[src/rtl/mips_multicycle_controller_pkg.sv]
// Shared MIPS encodings: opcodes, ALU-decoder op codes, controller states and mux selects.
// The ERR state exists only when MIPS_CTRL_ERR_TRAP_EN is defined.
package mips_multicycle_controller_pkg;

  typedef enum logic [5:0] {
    R_Type_Opc = 6'b000000,
    J_Opc      = 6'b000010,
    BEQ_Opc    = 6'b000100,
    ADDI_Opc   = 6'b001000,
    LW_Opc     = 6'b100011,
    SW_Opc     = 6'b101011
  } opcode_t;

  typedef enum logic [1:0] {
    ADD_Op    = 2'b00,
    SUB_Op    = 2'b01,
    R_Type_Op = 2'b10
  } alu_op_t;

  typedef enum logic [3:0] {
    RST_IDLE,
    FETCH,
    DECODE,
    MEM_ADR,
    MEM_RD,
    MEM_WB,
    MEM_WR,
    R_EXEC,
    R_WB,
    ADDI_EXEC,
    ADDI_WB,
    BRANCH,
`ifdef MIPS_CTRL_ERR_TRAP_EN
    JUMP,
    ERR
`else
    JUMP
`endif
  } ctrl_state_t;

  localparam logic [1:0] SRC_B_REG     = 2'd0;
  localparam logic [1:0] SRC_B_FOUR    = 2'd1;
  localparam logic [1:0] SRC_B_IMM     = 2'd2;
  localparam logic [1:0] SRC_B_IMM_SL2 = 2'd3;

  localparam logic [1:0] PC_SRC_ALU    = 2'd0;
  localparam logic [1:0] PC_SRC_ALUOUT = 2'd1;
  localparam logic [1:0] PC_SRC_JUMP   = 2'd2;

endpackage

[src/rtl/mips_multicycle_controller.sv]
// Multicycle MIPS main control FSM (Moore; mem_ready qualifies ir_write/pc_write in FETCH).
// Define MIPS_CTRL_ERR_TRAP_EN to trap illegal opcodes in a sticky ERR state.
module mips_multicycle_controller
  import mips_multicycle_controller_pkg::*;
(
  input  logic       clk,
  input  logic       rst,
  input  opcode_t    opcode,
  input  logic       mem_ready,
  output logic       pc_write,
  output logic       pc_write_cond,
  output logic       i_or_d,
  output logic       mem_read,
  output logic       mem_write,
  output logic       ir_write,
  output logic       reg_dst,
  output logic       mem_to_reg,
  output logic       reg_write,
  output logic       alu_src_a,
  output logic [1:0] alu_src_b,
  output logic [1:0] pc_src,
  output alu_op_t    alu_op,
  output logic       err
);

  ctrl_state_t state_q, state_d;

  // NOTE: sequential state uses non-blocking assignment so every flop samples pre-edge values.
  always_ff @(posedge clk or posedge rst) begin
    if (rst) state_q <= RST_IDLE;
    else     state_q <= state_d;
  end

  // NOTE: every output and state_d gets a default first, so no path through the case infers a latch.
  always_comb begin
    state_d       = state_q;
    pc_write      = 1'b0;
    pc_write_cond = 1'b0;
    i_or_d        = 1'b0;
    mem_read      = 1'b0;
    mem_write     = 1'b0;
    ir_write      = 1'b0;
    reg_dst       = 1'b0;
    mem_to_reg    = 1'b0;
    reg_write     = 1'b0;
    alu_src_a     = 1'b0;
    alu_src_b     = SRC_B_REG;
    pc_src        = PC_SRC_ALU;
    alu_op        = ADD_Op;
    err           = 1'b0;

    case (state_q)
      RST_IDLE: state_d = FETCH;
      FETCH: begin
        mem_read  = 1'b1;
        alu_src_b = SRC_B_FOUR;
        // Qualifying with mem_ready gives exactly one PC increment however long the fetch waits.
        ir_write  = mem_ready;
        pc_write  = mem_ready;
        if (mem_ready) state_d = DECODE;
      end
      DECODE: begin
        alu_src_b = SRC_B_IMM_SL2;
        case (opcode)
          LW_Opc, SW_Opc: state_d = MEM_ADR;
          R_Type_Opc:     state_d = R_EXEC;
          ADDI_Opc:       state_d = ADDI_EXEC;
          BEQ_Opc:        state_d = BRANCH;
          J_Opc:          state_d = JUMP;
`ifdef MIPS_CTRL_ERR_TRAP_EN
          default:        state_d = ERR;
`else
          default:        state_d = FETCH;
`endif
        endcase
      end
      MEM_ADR: begin
        alu_src_a = 1'b1;
        alu_src_b = SRC_B_IMM;
        state_d   = (opcode == SW_Opc) ? MEM_WR : MEM_RD;
      end
      MEM_RD: begin
        mem_read = 1'b1;
        i_or_d   = 1'b1;
        if (mem_ready) state_d = MEM_WB;
      end
      MEM_WB: begin
        reg_write  = 1'b1;
        mem_to_reg = 1'b1;
        state_d    = FETCH;
      end
      MEM_WR: begin
        mem_write = 1'b1;
        i_or_d    = 1'b1;
        if (mem_ready) state_d = FETCH;
      end
      R_EXEC: begin
        alu_src_a = 1'b1;
        alu_op    = R_Type_Op;
        state_d   = R_WB;
      end
      R_WB: begin
        reg_write = 1'b1;
        reg_dst   = 1'b1;
        state_d   = FETCH;
      end
      ADDI_EXEC: begin
        alu_src_a = 1'b1;
        alu_src_b = SRC_B_IMM;
        state_d   = ADDI_WB;
      end
      ADDI_WB: begin
        reg_write = 1'b1;
        state_d   = FETCH;
      end
      BRANCH: begin
        alu_src_a     = 1'b1;
        alu_op        = SUB_Op;
        pc_src        = PC_SRC_ALUOUT;
        pc_write_cond = 1'b1;
        state_d       = FETCH;
      end
      JUMP: begin
        pc_write = 1'b1;
        pc_src   = PC_SRC_JUMP;
        state_d  = FETCH;
      end
`ifdef MIPS_CTRL_ERR_TRAP_EN
      ERR: err = 1'b1;
`endif
      default: state_d = RST_IDLE;
    endcase
  end

endmodule
[config.mk]
export PLATFORM = sky130hd
export DESIGN_NAME = mips_multicycle_controller
export DESIGN_NICKNAME = d
export VERILOG_FILES = /design/src/rtl/mips_multicycle_controller_pkg.sv /design/src/rtl/mips_multicycle_controller.sv
export SDC_FILE = /design/constraint.sdc
export NUM_CORES = 1
export LEC_CHECK = 0
export CAP_MARGIN = 20
export CORE_UTILIZATION = 37
export CTS_CLUSTER_DIAMETER = 200
export CTS_CLUSTER_SIZE = 16
export DETAILED_ROUTE_END_ITERATION = 8
export GPL_ROUTABILITY_DRIVEN = 0
export PLACE_DENSITY = 0.83
export SETUP_SLACK_MARGIN = 0.5
export SLEW_MARGIN = 20
export SYNTH_ARGS = -nofsm -noshare
export SYNTH_HDL_FRONTEND = slang
export SYNTH_SLANG_ARGS = --single-unit
[constraint.sdc]
create_clock -name clk -period 1.5 [get_ports clk]
set_input_delay 0.375 -clock clk [delete_from_list [all_inputs] [get_ports clk]]
set_output_delay 0.375 -clock clk [all_outputs]
set_load 0.1 [all_outputs]
==> metrics.json, run 1 <==
{
  "outcome": {
    "outcome": "did not finish",
    "flow.stopped_at": "detailed placement (3_5_place_dp)",
    "tool.error": "[ERROR DPL-0038] Utilization greater than 100%, impossible to legalize"
  },
  "floorplan": {
    "rows": 12,
    "initial_core_util": 0.421,
    "floorplan.die.height_um": 38.5,
    "top_level_ports": 26,
    "dieWidth_um": 38.5
  },
  "yosys": {
    "synth.ff_latch_count": 4,
    "synth_seq_area_share": 0.203,
    "netlist_instances": 67,
    "netlist-cell-type-count": 27,
    "postSynthNetCount": 76,
    "synth_warnings": 0,
    "ys.flop_type": "sky130_fd_sc_hd__dfrtp_1",
    "library_cell_with_the_largest_summed_area_after_synthesis": "sky130_fd_sc_hd__dfrtp_1",
    "synthArstFlopShare": 1.00,
    "syn_avg_cell_area_um2": 7.36,
    "yosys-top-cells-area": "sky130_fd_sc_hd__dfrtp_1, sky130_fd_sc_hd__buf_4, sky130_fd_sc_hd__nand2b_1",
    "post_synth_edffs": 0,
    "synthesis.area_um2": 493,
    "synthDominantCellAreaShare": 0.203
  },
  "placed_design": {
    "number_of_input_and_output_port_buffers_inserted": 24
  }
}
[cell usage after synthesis (2+ instances only)]
cell type	count
sky130_fd_sc_hd__a21boi_0	4
sky130_fd_sc_hd__a21oi_1	2
sky130_fd_sc_hd__buf_4	7
sky130_fd_sc_hd__dfrtp_1	4
sky130_fd_sc_hd__inv_1	3
sky130_fd_sc_hd__mux2i_1	2
sky130_fd_sc_hd__nand2_1	4
sky130_fd_sc_hd__nand2b_1	6
sky130_fd_sc_hd__nor2_1	8
sky130_fd_sc_hd__nor3_1	5
sky130_fd_sc_hd__nor4_1	2
sky130_fd_sc_hd__nor4b_1	2
sky130_fd_sc_hd__o21ai_0	3
sky130_fd_sc_hd__or3_1	2
[per-stage QoR]
stage,hold WS (ns),cell area (µm²),setup WS (ns),cells
floorplan,0.141,666,-0.999,67
global placement,0.566,1240,-0.272,128
[cell families after synthesis]
| group | after synthesis | synth area share |
|---|---|---|
| compound gates | 15 | 0.208 |
| xor+xnor | 2 | 0.0355 |
| buf+inv | 10 | 0.129 |
| flops | 4 | 0.203 |
| mux | 2 | 0.0406 |
| other cells | 1 | 0.00761 |
| simple gates | 33 | 0.376 |
==> run 2: changes to the inputs <==
--- a/config.mk
+++ b/config.mk
@@ -6,13 +6,11 @@
 export NUM_CORES = 1
 export LEC_CHECK = 0
 export CAP_MARGIN = 20
-export CORE_UTILIZATION = 37
-export CTS_CLUSTER_DIAMETER = 200
-export CTS_CLUSTER_SIZE = 16
+export CORE_AREA = 2 2 63 65
 export DETAILED_ROUTE_END_ITERATION = 8
+export DIE_AREA = 0 0 65 67
 export GPL_ROUTABILITY_DRIVEN = 0
-export PLACE_DENSITY = 0.83
-export SETUP_SLACK_MARGIN = 0.5
+export PLACE_DENSITY_LB_ADDON = 0.15
 export SLEW_MARGIN = 20
 export SYNTH_ARGS = -nofsm -noshare
 export SYNTH_HDL_FRONTEND = slang
==> metrics.json, run 2 <==
{
  "yosys": {
    "post_synth_edffs": 0,
    "post_synth_xor_area_fraction": 0.0355,
    "synth.ff_latch_count": 4,
    "synth_warnings": 0,
    "synthDominantCellAreaShare": 0.203,
    "synthesis.area_um2": 493,
    "dominant_combinational_cell_family_by_area_after_synthesis": "simple AND/OR/NAND/NOR gates",
    "postSynthNetCount": 76,
    "netlist_instances": 67,
    "synth_seq_area_share": 0.203,
    "synth_fa_ha_area_frac": 0,
    "syn_avg_cell_area_um2": 7.36,
    "netlist-cell-type-count": 27,
    "synth-compound-area-share": 0.208,
    "synthArstFlopShare": 1.00,
    "synth_simple_gate_area_frac": 0.376,
    "muxShareOfSynthArea": 0.0406,
    "synth_most_common_cell": "sky130_fd_sc_hd__nor2_1",
    "library_cell_with_the_largest_summed_area_after_synthesis": "sky130_fd_sc_hd__dfrtp_1",
    "yosys-top-cells-area": "sky130_fd_sc_hd__dfrtp_1, sky130_fd_sc_hd__buf_4, sky130_fd_sc_hd__nand2b_1",
    "ys.flop_type": "sky130_fd_sc_hd__dfrtp_1",
    "synth_common_cells": "sky130_fd_sc_hd__nor2_1, sky130_fd_sc_hd__buf_4, sky130_fd_sc_hd__nand2b_1"
  },
  "clock_network": {
    "number_of_buffers_created_by_cts": 3,
    "clk_root_buf": "sky130_fd_sc_hd__clkbuf_8",
    "tritoncts": "yes",
    "cts.path.max_buffers": 2,
    "clkSinkCount": 4,
    "h_tree_lvl_count": 1,
    "clock_slew_at_reported_path_ffs_ns": 0.03,
    "clk_latency_ns": 0.22
  },
  "final_layout": {
    "mostFrequentLayoutCell": "sky130_fd_sc_hd__buf_4",
    "synthToLayoutAreaGrowth_pct": 221,
    "sequential_cell_area_um2": 104,
    "drive_above_1_share": 0.725,
    "num-fill-cells": 339,
    "final_cell_mix": "sky130_fd_sc_hd__buf_4, sky130_fd_sc_hd__buf_12, sky130_fd_sc_hd__buf_6",
    "antenna_cells": 0,
    "biggestRegsByFlops": "state_q (4)",
    "largest_register_ffs": 4,
    "finalNetCount": 142,
    "multi_input_area_um2": 567,
    "layout.cell_area.non_filler_um2": 1580,
    "top_register": "state_q"
  },
  "worst_setup_path": {
    "length_in_cells_of_the_worst_reg_to_reg_path": 7,
    "cp.depth": 6,
    "launching_point_of_the_worst_reg2reg_path": "state_q[3]$_DFFE_PP0P_",
    "critPathArrivalTime_ns": 1.40,
    "critPathSlowestCell": "sky130_fd_sc_hd__dfrtp_2",
    "setup.worst_path.end_class": "output pin",
    "timing.critical_path.cells": "buf_4 -> buf_6 -> nand2_4 -> nor3_4 -> o21bai_4 -> buf_12",
    "worst_path_buf_inv": 3,
    "start_kind": "register",
    "max_stage_delay_ns": 0.41,
    "cp_top_family": "flip-flops",
    "worst-setup-path-type": "reg -> out",
    "path_max_fanout": 6,
    "worstPathRequired_ns": 1.12,
    "worst_r2r_end": "state_q[0]$_DFFE_PP0P_",
    "timing.reg2reg.setup_slack_ns": -0.04
  },
  "timing": {
    "final_period_util": 1.19,
    "final-hold-violation-count": 0,
    "postLayoutSetupSlackWorst_ns": -0.280,
    "final.min_clock_period_ns": 1.78,
    "endpoints_failing_setup": 17,
    "fin_worst_hold_slack_ns": 0.340,
    "finalMaxSlewViolations": 0,
    "finClkSkew_ns": 0.000535,
    "rsz0062_at_grt": "true",
    "max_clock_freq_ghz": 0.562
  },
  "floorplan": {
    "die_area_um2": 4360,
    "floorplan.die.height_um": 67,
    "initial_core_util": 0.137,
    "rows": 22,
    "dieWidth_um": 65,
    "core_ar_um2": 3610,
    "top_level_ports": 26
  },
  "drt": {
    "drt_iter0_markers": 4,
    "first_pass_iters": 4,
    "via_count_of_the_routed_design": 693,
    "route.antenna.remaining_nets": 0,
    "totalWireLength_um": 1830,
    "post_drt_wl_per_cell_um": 10.2,
    "vias_per_cell": 3.87,
    "detail_route.drc_violations": 0
  },
  "grt": {
    "grt_start_max_net_pins": 10,
    "antenna_violations_before_repair": 0,
    "grt_first_pass_wirelength_um": 3110,
    "grt_overflow": 0,
    "grt_util_all_layers": 0.0931,
    "first_global_vias": 694
  },
  "placed_design": {
    "number_of_input_and_output_port_buffers_inserted": 24,
    "detailedPlacementHpwl_um": 1410,
    "place_area_um2": 1310
  },
  "outcome": {
    "outcome": "complete, but fails checks",
    "violations": "negative setup slack"
  },
  "run": {
    "maxCapViolations": 0
  },
  "hold_path": {
    "worstHoldPathType": "in -> async"
  }
}
==> run 2: logic make-up (layout without fill, tap and decap cells) <==
family                    Yosys count  count (layout)
AOI/OAI and AO/OA                  15              15
and+or+nand+nor                    33              33
muxes                               2               2
buffers and inverters              10              74
other                               1               1
DFF                                 4               4
xor gates and xnor gates            2               2
==> run 2: how the worst max path moves through the flow <==
| stage | start | endpoint | slack [ns] |
|---|---|---|---|
| floorplan | state_q[2]$_DFFE_PP0P_ | pc_write | -1.0 |
| global placement | opcode[3] | state_q[0]$_DFFE_PP0P_ | -0.33 |
| detailed placement | opcode[3] | state_q[0]$_DFFE_PP0P_ | -0.38 |
| CTS | state_q[2]$_DFFE_PP0P_ | pc_write | -0.32 |
| global route | state_q[2]$_DFFE_PP0P_ | pc_write | -0.36 |
| finish | state_q[2]$_DFFE_PP0P_ | reg_write | -0.28 |
==> run 2: metrics by stage <==
stage	setup slack [ns]	TNS, ns	instances	util
after floorplan	-0.999	-7.26	67	-
after global placement	-0.328	-2.48	164	0.364
after detailed placement	-0.377	-2.54	164	0.364
after CTS	-0.316	-3.87	172	0.402
after global routing	-0.364	-4.53	179	0.439
final	-0.280	-3.49	179	0.439
==> run 2: area by class of cell <==
cell class	instances	area share
flip-flops and latches	4	0.0656
inverters	3	0.00711
well taps	48	0.0379
repair buffers	68	0.505
clock buffers	3	0.0261
multi-input cells	53	0.358
==> run 2: layer usage <==
metal | global-route usage | routed length [µm]
met5 | 0 | 0
met4 | 0.0479 | 23
met3 | 0.0152 | 47
met2 | 0.169 | 996
met1 | 0.104 | 762
==> run 2: repair_timing <==
item                                    CTS  global route
pin swaps                                 6            15
resized for setup                        18            22
setup buffers                             5             7
hold buffers                              0             0
endpoints found under the setup margin   19            19
==> run 2: worst reg2reg max path: stages (launching register included) <==
cell	delay [ns]
sky130_fd_sc_hd__dfrtp_2	0.42
sky130_fd_sc_hd__buf_12	0.16
sky130_fd_sc_hd__nand2b_4	0.21
sky130_fd_sc_hd__buf_6	0.14
sky130_fd_sc_hd__buf_6	0.10
sky130_fd_sc_hd__buf_6	0.11
sky130_fd_sc_hd__nor4_4	0.21
sky130_fd_sc_hd__a311oi_1	0.06
Power of run 2 is not shown: default switching activity piles up to over one toggle a cycle in this logic, so the estimate is an artifact.
==> RTL change (flow settings as in run 2) <==
The option `MIPS_CTRL_ERR_TRAP_EN` is turned on by a define.
--- a/src/rtl/mips_multicycle_controller_pkg.sv
+++ b/src/rtl/mips_multicycle_controller_pkg.sv
@@ -1,5 +1,7 @@
 // Shared MIPS encodings: opcodes, ALU-decoder op codes, controller states and mux selects.
 // The ERR state exists only when MIPS_CTRL_ERR_TRAP_EN is defined.
+`define MIPS_CTRL_ERR_TRAP_EN
+
 package mips_multicycle_controller_pkg;
 
   typedef enum logic [5:0] {
Formal check against the unedited RTL: not equivalent (Yosys sat finds a counterexample within 4 cycles, from zero or initial values and one cycle with rst high).
==> RTL change against run 2 <==
- sequential share of layout area hardly changed
- the flow still finishes with violations (setup timing)
- sequential cell count stayed put
- final area down 1.0%
- critical endpoint is now alu_op[0]
- count of clock-buffer cells in the layout unchanged
- final cell count decreased by 0.56%
- via count up 11%
- routed wire length up 19%
- synthesized area grew 6.3%
- setup slack worse by 0.036 ns
Power is left out: the tool's default activity adds up to more than one toggle a clock period on the data nets, which glitch-free logic cannot reach.
==> RTL change: results (changes against run 2) <==
[setup_path]
cpPeakStageDelay_ns=0.39  ; was 0.41 ns
critical-path-slowest-cell=dfrtp_1  ; was dfrtp_2
cp-startpoint=state_q[2]  ; unchanged
reg2reg_from=state_q[3]  ; unchanged
critPathArrivalTime_ns=1.44  ; was 1.40 ns
cpLargestDelayFamily=simple AND/OR/NAND/NOR gates  ; was flip-flops
critPathMaxFanout=4  ; was 6

[grt]
grt_pass1_wl_mm=3.45  ; was 3.11 mm
use_met2_pct=18.6  ; was 16.9%
met1_usage_pct=12.1  ; was 10.4%
met3_usage_pct=1.18  ; was 1.52%
grt_pass1_vias=780  ; was 694
antenna_found_initial=0  ; unchanged
track_usage_pct=10.3  ; was 9.31%
grt_max_degree=9  ; was 10

[placement]
hpwl_mm=1.64  ; was 1.41 mm
post_dp_cell_area_sq_mm=0.00133  ; was 0.00131 sq mm
place_ws_ns=-0.666  ; was -0.377 ns
io_buffers=25  ; was 24
place_inst=169  ; was 164

[timing]
timing.final.ws_setup_ns=-0.316  ; was -0.280 ns
setup-tns-final_ns=-4.53  ; was -3.49 ns
slew_headroom_pct=76.7
setup_viol=19  ; was 17
clock_skew_ns=0.00125  ; was 0.000535 ns

[synthesis]
syn_area_per_cell_sq_um=7.38  ; was 7.36 sq um
synth.top_cells.by_count=nor2_1 (11), dfrtp_1 (4), nand2b_1 (4)  ; was nor2_1 (8), buf_4 (7), nand2b_1 (6)
yosys_most_used_dff=dfrtp_1  ; unchanged
ys_seq_area_share_pct=19.1  ; was 20.3%
ys_warn_count=0  ; unchanged
synth_nets=80  ; was 76
synth.distinct_cells=34  ; was 27
synthTopCellsByArea=dfrtp_1 (19%), nor2_1 (7.9%), xnor2_1 (5.0%), nand2b_1 (4.8%), mux2_2 (4.3%)  ; was dfrtp_1 (20%), buf_4 (11%), nand2b_1 (7.6%), a21boi_0 (6.1%), nor2_1 (6.1%)

[detailed_routing]
wl_met3_um=113  ; was 47 um
vias_per_cell=4.32  ; was 3.87
drtIter0Drc=24  ; was 4
ant_nets=0  ; unchanged
routed-via-count=769  ; was 693
top_layer_used=met4  ; unchanged
wl_met1_um=932  ; was 762 um
wl_mm=2.17  ; was 1.83 mm
dr.pass1.iters=4  ; unchanged
wl_met2_mm=1.10  ; was 996 um

[min_path]
hold_class=input pin to asynchronous set/reset pin  ; unchanged

[finish]
antenna_cells=0  ; unchanged
num-nets-final=141  ; was 142
drive_gt1_share_pct=75.4  ; was 72.5%
reg_top3=state_q (4)  ; unchanged

[clock_tree]
clkLatencyLatePin_ns=0.21
cts_setup_buffers=6  ; was 5
clk_pin_slew_ns=0.03  ; about the same
cts_buffer_depth=2  ; unchanged
cts-resized-gates=38  ; was 18
cts_htree_levels=1  ; unchanged

[run_status]
status=finished with violations  ; unchanged
violations=setup timing  ; unchanged

[RTL change: cell types whose count changed in the layout (fill, tap and decap cells not counted), moves of 3 or more]
cell,change
nor2b_1,+3
nand2b_2,+3
nand2b_4,-4
buf_6,-6
[RTL change: kinds of logic after synthesis]
family                 after synthesis  synth area share, %
buffers and inverters               10                 8.83
AND/OR/NAND/NOR                     40                 44.2
flip-flops                           4                 19.1
multiplexers                         2                 4.30
XOR/XNOR                             3                 5.01
AO/OA/AOI/OAI                       12                 18.6
[RTL change: worst paths after layout]
check	end	slack, ns	cells past startpoint
worst max-delay path	alu_op[0]	-0.32	4
worst min-delay path	state_q[3]	0.36	2
worst max register to register	state_q[1]	-0.15	5
worst min register to register	state_q[3]	0.78	2
max in group asynchronous	state_q[0]	0.97	2
min in group clk	state_q[0]	0.60	4
[RTL change: cell type report]
type,count,area (sq um)
multi-input cells,57,606
clock buffers,3,41.3
inverters,3,11.3
repair buffers,63,746
fillers,368,2040
well taps,48,60.1
flip-flops and latches,4,103
